### config.mk
export PLATFORM = sky130hd
export DESIGN_NAME = multicycle_control
export DESIGN_NICKNAME = d
export VERILOG_FILES = /design/src/rtl/rv_ctrl_pkg.sv /design/src/rtl/alu_op_decoder.sv /design/src/rtl/multicycle_control.sv
export SDC_FILE = /design/constraint.sdc
export NUM_CORES = 1
export LEC_CHECK = 0
export CAP_MARGIN = 25
export CORE_MARGIN = 3
export CORE_UTILIZATION = 48
export CTS_BUF_LIST = sky130_fd_sc_hd__clkbuf_8
export CTS_CLUSTER_SIZE = 10
export DETAILED_ROUTE_END_ITERATION = 7
export PLACE_DENSITY = 0.84
export SYNTH_ARGS = -nofsm -noshare
export SYNTH_HDL_FRONTEND = slang
export SYNTH_SLANG_ARGS = --single-unit
### constraint.sdc
create_clock -name clk -period 2.8 [get_ports clk]
set_input_delay 0.56 -clock clk [delete_from_list [all_inputs] [get_ports clk]]
set_output_delay 0.56 -clock clk [all_outputs]
set_load 0.05 [all_outputs]
### src/rtl/rv_ctrl_pkg.sv
// Shared types and encodings for the RV32I multi-cycle control path.
// Covers FSM states, opcodes, ALU controls and datapath mux selects.
package rv_ctrl_pkg;

  typedef enum logic [3:0] {
    StFetch,
    StDecode,
    StMemAdr,
    StMemRead,
    StMemWb,
    StMemWrite,
    StExecR,
    StExecI,
    StAluWb,
    StJal,
    StBeq,
    StTrap
  } state_e;

  localparam logic [6:0] OpLoad   = 7'b0000011;
  localparam logic [6:0] OpStore  = 7'b0100011;
  localparam logic [6:0] OpRType  = 7'b0110011;
  localparam logic [6:0] OpIType  = 7'b0010011;
  localparam logic [6:0] OpBranch = 7'b1100011;
  localparam logic [6:0] OpJal    = 7'b1101111;

  typedef enum logic [2:0] {
    AluAdd = 3'b000,
    AluSub = 3'b001,
    AluAnd = 3'b010,
    AluOr  = 3'b011,
    AluSlt = 3'b101
  } alu_ctrl_e;

  typedef enum logic [1:0] {
    AluOpAdd   = 2'b00,
    AluOpSub   = 2'b01,
    AluOpFunct = 2'b10
  } alu_op_e;

  localparam logic       AdrPc     = 1'b0;
  localparam logic       AdrAluOut = 1'b1;

  localparam logic [1:0] SrcAPc    = 2'b00;
  localparam logic [1:0] SrcAOldPc = 2'b01;
  localparam logic [1:0] SrcARs1   = 2'b10;

  localparam logic [1:0] SrcBRs2   = 2'b00;
  localparam logic [1:0] SrcBImm   = 2'b01;
  localparam logic [1:0] SrcBFour  = 2'b10;

  localparam logic [1:0] ResAluOut    = 2'b00;
  localparam logic [1:0] ResMemData   = 2'b01;
  localparam logic [1:0] ResAluResult = 2'b10;

  localparam logic [1:0] ImmI = 2'b00;
  localparam logic [1:0] ImmS = 2'b01;
  localparam logic [1:0] ImmB = 2'b10;
  localparam logic [1:0] ImmJ = 2'b11;

  localparam logic TrapIllegal = 1'b0;
  localparam logic TrapTimeout = 1'b1;

  // Immediate format depends only on the opcode, so it is valid in every state.
  function automatic logic [1:0] imm_src_of(input logic [6:0] op);
    logic [1:0] imm;
    case (op)
      OpStore:  imm = ImmS;
      OpBranch: imm = ImmB;
      OpJal:    imm = ImmJ;
      default:  imm = ImmI;
    endcase
    return imm;
  endfunction

endpackage

### src/rtl/alu_op_decoder.sv
// Maps the coarse alu_op from the sequencer plus funct fields to an ALU operation.
module alu_op_decoder
  import rv_ctrl_pkg::*;
(
  input  alu_op_e     alu_op_i,
  input  logic        op5_i,
  input  logic [2:0]  funct3_i,
  input  logic        funct7b5_i,
  output alu_ctrl_e   alu_ctrl_o
);

  always_comb begin
    alu_ctrl_o = AluAdd;
    case (alu_op_i)
      AluOpSub: alu_ctrl_o = AluSub;
      AluOpFunct: begin
        case (funct3_i)
          // funct7b5 selects sub only for register-register ops; addi ignores it
          3'b000:  alu_ctrl_o = (op5_i && funct7b5_i) ? AluSub : AluAdd;
          3'b010:  alu_ctrl_o = AluSlt;
          3'b110:  alu_ctrl_o = AluOr;
          3'b111:  alu_ctrl_o = AluAnd;
          default: alu_ctrl_o = AluAdd;
        endcase
      end
      default: alu_ctrl_o = AluAdd;
    endcase
  end

endmodule

### src/rtl/multicycle_control.sv
// Multi-cycle RV32I sequencer: Moore FSM driving datapath enables and selects,
// with a memory-wait watchdog and a sticky trap on illegal opcodes or timeouts.
module multicycle_control
  import rv_ctrl_pkg::*;
#(
  parameter int unsigned TIMEOUT_CYCLES = 15,
  parameter int unsigned CNT_W          = $clog2(TIMEOUT_CYCLES + 1)
) (
  input  logic       clk,
  input  logic       rst_n,
  input  logic [6:0] op,
  input  logic [2:0] funct3,
  input  logic       funct7b5,
  input  logic       zero,
  input  logic       mem_ready,
  output logic       mem_req,
  output logic       mem_write,
  output logic       adr_src,
  output logic       ir_write,
  output logic       pc_write,
  output logic       reg_write,
  output logic [1:0] alu_src_a,
  output logic [1:0] alu_src_b,
  output logic [1:0] result_src,
  output logic [1:0] imm_src,
  output logic [2:0] alu_ctrl,
  output logic       trap,
  output logic       trap_cause
);

  state_e           state_q, state_d;
  logic [CNT_W-1:0] cnt_q, cnt_d;
  logic             trap_q, trap_cause_q;

  logic      mem_req_c, mem_write_c, ir_write_c, pc_write_c, reg_write_c;
  logic      wait_st, timeout, cause_c;
  alu_op_e   alu_op;
  alu_ctrl_e alu_ctrl_w;

  assign timeout = (cnt_q == CNT_W'(TIMEOUT_CYCLES));

  always_comb begin
    state_d     = state_q;
    cause_c     = TrapIllegal;
    wait_st     = 1'b0;
    mem_req_c   = 1'b0;
    mem_write_c = 1'b0;
    ir_write_c  = 1'b0;
    pc_write_c  = 1'b0;
    reg_write_c = 1'b0;
    adr_src     = AdrPc;
    alu_src_a   = SrcAPc;
    alu_src_b   = SrcBRs2;
    result_src  = ResAluOut;
    alu_op      = AluOpAdd;

    unique case (state_q)
      StFetch: begin
        wait_st    = 1'b1;
        mem_req_c  = 1'b1;
        alu_src_b  = SrcBFour;
        result_src = ResAluResult;
        if (mem_ready) begin
          ir_write_c = 1'b1;
          pc_write_c = 1'b1;
          state_d    = StDecode;
        end else if (timeout) begin
          cause_c = TrapTimeout;
          state_d = StTrap;
        end
      end
      StDecode: begin
        alu_src_a = SrcAOldPc;
        alu_src_b = SrcBImm;
        case (op)
          OpLoad, OpStore: state_d = StMemAdr;
          OpRType:         state_d = StExecR;
          OpIType:         state_d = StExecI;
          OpBranch:        state_d = StBeq;
          OpJal:           state_d = StJal;
          default:         state_d = StTrap;
        endcase
      end
      StMemAdr: begin
        alu_src_a = SrcARs1;
        alu_src_b = SrcBImm;
        state_d   = op[5] ? StMemWrite : StMemRead;
      end
      StMemRead: begin
        wait_st   = 1'b1;
        mem_req_c = 1'b1;
        adr_src   = AdrAluOut;
        if (mem_ready) begin
          state_d = StMemWb;
        end else if (timeout) begin
          cause_c = TrapTimeout;
          state_d = StTrap;
        end
      end
      StMemWb: begin
        result_src  = ResMemData;
        reg_write_c = 1'b1;
        state_d     = StFetch;
      end
      StMemWrite: begin
        wait_st     = 1'b1;
        mem_req_c   = 1'b1;
        mem_write_c = 1'b1;
        adr_src     = AdrAluOut;
        if (mem_ready) begin
          state_d = StFetch;
        end else if (timeout) begin
          cause_c = TrapTimeout;
          state_d = StTrap;
        end
      end
      StExecR: begin
        alu_src_a = SrcARs1;
        alu_src_b = SrcBRs2;
        alu_op    = AluOpFunct;
        state_d   = StAluWb;
      end
      StExecI: begin
        alu_src_a = SrcARs1;
        alu_src_b = SrcBImm;
        alu_op    = AluOpFunct;
        state_d   = StAluWb;
      end
      StAluWb: begin
        result_src  = ResAluOut;
        reg_write_c = 1'b1;
        state_d     = StFetch;
      end
      StJal: begin
        alu_src_a  = SrcAOldPc;
        alu_src_b  = SrcBFour;
        result_src = ResAluOut;
        pc_write_c = 1'b1;
        state_d    = StAluWb;
      end
      StBeq: begin
        alu_src_a  = SrcARs1;
        alu_src_b  = SrcBRs2;
        alu_op     = AluOpSub;
        result_src = ResAluOut;
        pc_write_c = zero;
        state_d    = StFetch;
      end
      StTrap:  state_d = StTrap;
      default: state_d = StFetch;
    endcase
  end

  // Counter only tracks consecutive stall cycles within one visit to a wait state.
  always_comb begin
    if (state_d != state_q) begin
      cnt_d = '0;
    end else if (wait_st && !mem_ready) begin
      cnt_d = cnt_q + CNT_W'(1);
    end else begin
      cnt_d = cnt_q;
    end
  end

  always_ff @(posedge clk or negedge rst_n) begin
    if (!rst_n) begin
      state_q      <= StFetch;
      cnt_q        <= '0;
      trap_q       <= 1'b0;
      trap_cause_q <= TrapIllegal;
    end else begin
      state_q <= state_d;
      cnt_q   <= cnt_d;
      if (state_d == StTrap && state_q != StTrap) begin
        trap_q       <= 1'b1;
        trap_cause_q <= cause_c;
      end
    end
  end

  alu_op_decoder u_alu_op_decoder (
    .alu_op_i   (alu_op),
    .op5_i      (op[5]),
    .funct3_i   (funct3),
    .funct7b5_i (funct7b5),
    .alu_ctrl_o (alu_ctrl_w)
  );

  // Enables are gated by rst_n so a reset kills any pulse in the same cycle.
  assign mem_req    = mem_req_c & rst_n;
  assign mem_write  = mem_write_c & rst_n;
  assign ir_write   = ir_write_c & rst_n;
  assign pc_write   = pc_write_c & rst_n;
  assign reg_write  = reg_write_c & rst_n;
  assign alu_ctrl   = alu_ctrl_w;
  assign imm_src    = imm_src_of(op);
  assign trap       = trap_q;
  assign trap_cause = trap_cause_q;

endmodule

==> flow_metrics.tcl <==
set metrics [dict create \
    syn_inst 135 \
    cp_slowest_cell "dfrtp_2" \
    layout-area-overhead-vs-synth_pct 51.29 \
    hold_depth 1 \
    synthFlopType "dfrtp_1" \
    clkSinkCount 10 \
    slew_headroom_pct 66.25 \
    syn_avg_cell_area_um2 7.878 \
    antenna_found_initial 0 \
    dp_hpwl_mm 2.505 \
    path_max_fanout 14 \
    drt_iter0_drc 40 \
    instances_no_fill 199 \
    io_pins 34 \
    grt_max_degree 19 \
    final_util_pct 79.58 \
    synth_area_leader_cell "dfrtp_1" \
    p_comb_share_pct 76.4 \
    yosys-top-cells-area "dfrtp_1, nor2_1, inv_1" \
    crit_top_cell "nor2_1" \
    synth_cell_types 46 \
    hp-start "trap" \
    start_util_pct 52.60 \
    clk_pin_slew_ns 0.04 \
    setup.worst_path.class "reg -> out" \
    worst_slew_pin_slew_ns 0.5047 \
    grt_util_all_layers_pct 24.78 \
    yosysTopAreaCellShare_pct 23.53 \
    syn_area_um2 1064 \
    grt_first_pass_wirelength_mm 5.133 \
    power_frac_seq_pct 15.7 \
    rr_startpoint "state_q[2]" \
    ff2ff_setup_slack_ns 0.47 \
    arrival_ns 2.02 \
    reg2regPathDepth 6 \
    skew_ns 0.0008665 \
    p_leak_nw 0.6602 \
    multi_input_area_um2 769.5 \
    crit_required_ns 2.24 \
    whs_ns 0.4685 \
    drv_slew 0 \
    portBuffers 33 \
    max-clock-path-buffers 2 \
    yosysWarnings 0 \
    finalHoldViolCount 0 \
    die_area_um2 2816 \
    status "complete, no violations" \
    synth_edf_count 0 \
    cts_root_buffer "clkbuf_8" \
    irDropWorstVdd_uv 783.3 \
    core-area_um2 2022 \
    maxCapViolCount 0 \
    seq_area_um2 252.7 \
    die_h_um 53.07 \
    power.share.clock_pct 7.8 \
    diodes 0 \
    hold_end "trap" \
    post-place-cells 196 \
    cts_tree "done" \
    htree_levels 1 \
    swShare_pct 54.68 \
    synth_seq_cells 10 \
    worst_setup_path_end_kind "output pin" \
    fin_crit_ns 2.577 \
    drive_above_1_share_pct 22.09 \
    clock.fmax_ghz 0.3880 \
    drc 0 \
    r2r_end "cnt_q[2]" \
    finalSetupViolations 0 \
    grt_pass1_vias 1166 \
    ant_nets 0 \
    critPathMaxStageDelay_ns 0.49 \
    num_rows 16 \
    p_int_mw 0.8170 \
    num_vias 1199 \
    wirelength_mm 3.229 \
    first_pass_iters 4 \
    grt-ovfl-total 0 \
    cts_buffers 3 \
    syn_nets 153 \
    rsz0062_at_grt "false" \
    yosysSeqAreaShare_pct 23.53 \
    n_fill_cell 138 \
    post-route-period-util_pct 92.04 \
    crit_chain "nor2b_1 > and2_1 > ha_1 > nor3b_1 > nor2_1 > nor2_1 > buf_12" \
    p_sw_mw 0.9859 \
    crit_path_start_kind "flop" \
    wire_per_inst_um 16.23 \
    hp-class "reg -> reg" \
    die_w_um 53.07 \
    clk_latency_ns 0.23 \
    nets 192 \
    power_density_nw_per_um2 1120 \
    viasPerCell 6.025 \
    gp_congestion 0.9209 \
    ys_async_sr_fraction_pct 100.0 \
]
==> timing repair <==
action,CTS,global route
hold buffers,0,0
buffers inserted,0,0
setup endpoints to repair,0,4
resized for setup,0,3
==> layout by cell type (no fill, tap or decap), types with 2 or more instances in the layout <==
| cell type | instances |
|---|---|
| a21o_1 | 2 |
| a21oi_1 | 5 |
| a22oi_1 | 2 |
| a31oi_1 | 4 |
| and2_1 | 4 |
| and3_1 | 2 |
| buf_12 | 10 |
| buf_4 | 12 |
| clkbuf_8 | 3 |
| clkdlybuf4s50_1 | 18 |
| dfrtp_1 | 8 |
| dfrtp_2 | 2 |
| ha_1 | 3 |
| inv_1 | 11 |
| mux2i_1 | 2 |
| nand2_1 | 11 |
| nand3_1 | 3 |
| nand4_1 | 2 |
| nor2_1 | 15 |
| nor2b_1 | 4 |
| nor3_1 | 6 |
| nor4_1 | 4 |
| o21a_1 | 3 |
| o21ai_0 | 4 |
| xnor2_1 | 2 |
| xnor2_2 | 2 |
| xor2_1 | 2 |
==> cells in the mapped netlist, types with 2 or more instances <==
cell	count
a2111oi_0	2
a21o_1	2
a21oi_1	5
a22oi_1	2
a31oi_1	4
and2_1	4
and3_1	2
buf_2	3
clkbuf_1	3
dfrtp_1	10
ha_1	3
inv_1	11
mux2i_1	2
nand2_1	11
nand3_1	3
nand4_1	2
nor2_1	15
nor2b_1	5
nor3_1	7
nor4_1	5
o21a_1	3
o21ai_0	4
xnor2_1	2
xnor2_2	2
xor2_1	2
==> metrics by stage <==
stage / setup WS (ns) / total power [mW] / TNS, ns / area (um2)
2_1_floorplan: -0.6656 / 1.241 / -0.6656 / 1085
3_3_place_gp: 0.3320 / 1.600 / 0 / 1563
3_5_place_dp: 0.2371 / 1.637 / 0 / 1563
4_1_cts: 0.03868 / 1.791 / 0 / 1604
5_1_grt: 0.1042 / 1.915 / 0 / 1609
6_report: 0.2230 / 1.803 / 0 / 1609
==> state kept, by name, summed over array words and instances, names as in the netlist <==
signal,cells
cnt_q,4
state_q,4
trap,1
trap_cause,1
==> metal layers <==
layer | vias to the layer above | global-route usage (%) | wire length (um)
met2 | 54 | 40.91 | 1571
met4 | 0 | 11.49 | 68
li1 | 569 | - | -
met3 | 10 | 3.944 | 221
met5 | - | 0 | 0
met1 | 566 | 31.26 | 1368
==> power by group through the flow <==
stage	sequential (mW)	clock (mW)	combinational (mW)
after floorplan	0.272	0	0.969
after detailed placement	0.279	0	1.36
final	0.284	0.141	1.38
after CTS	0.277	0.146	1.37
after global routing	0.296	0.154	1.46
after global placement	0.276	0	1.32
==> how the worst max path moves through the flow <==
stage	end	cells after the start	slack [ns]	start
3_3_place_gp	alu_ctrl[2]	5	0.33	state_q[0]
5_1_grt	alu_ctrl[0]	7	0.10	state_q[3]
2_1_floorplan	pc_write	7	-0.67	state_q[0]
3_5_place_dp	cnt_q[2]	6	0.24	mem_ready
4_1_cts	alu_ctrl[2]	5	0.04	state_q[0]
6_report	alu_ctrl[0]	7	0.22	state_q[3]
==> layout make-up <==
cell class	instances	area share (%)
multi-input combinational	108	47.82
timing repair buffer	40	29.24
sequential	10	15.71
clock buffer	3	2.566
inverter	11	2.566
tap	27	2.100
==> worst max-delay path, delay by kind of cell, from the launching register on <==
kind | cells | cell delay (ns)
and+or+nand+nor | 5 | 0.91
buffers and inverters | 1 | 0.17
adders and majority gates | 1 | 0.22
DFF | 1 | 0.49
==> cell families (layout without fill, tap and decap cells) <==
kind of cell	count (synthesis)	count (layout)	synth area share [%]
AO/OA/AOI/OAI	34	34	25.88
XOR/XNOR	6	6	6.353
adder cells (fa/ha/maj)	3	3	3.530
buffers and inverters	17	54	6.352
flip-flops	10	10	23.53
multiplexers	2	2	1.882
AND/OR/NAND/NOR	63	63	32.47
Power figures use the tool's default switching activity.
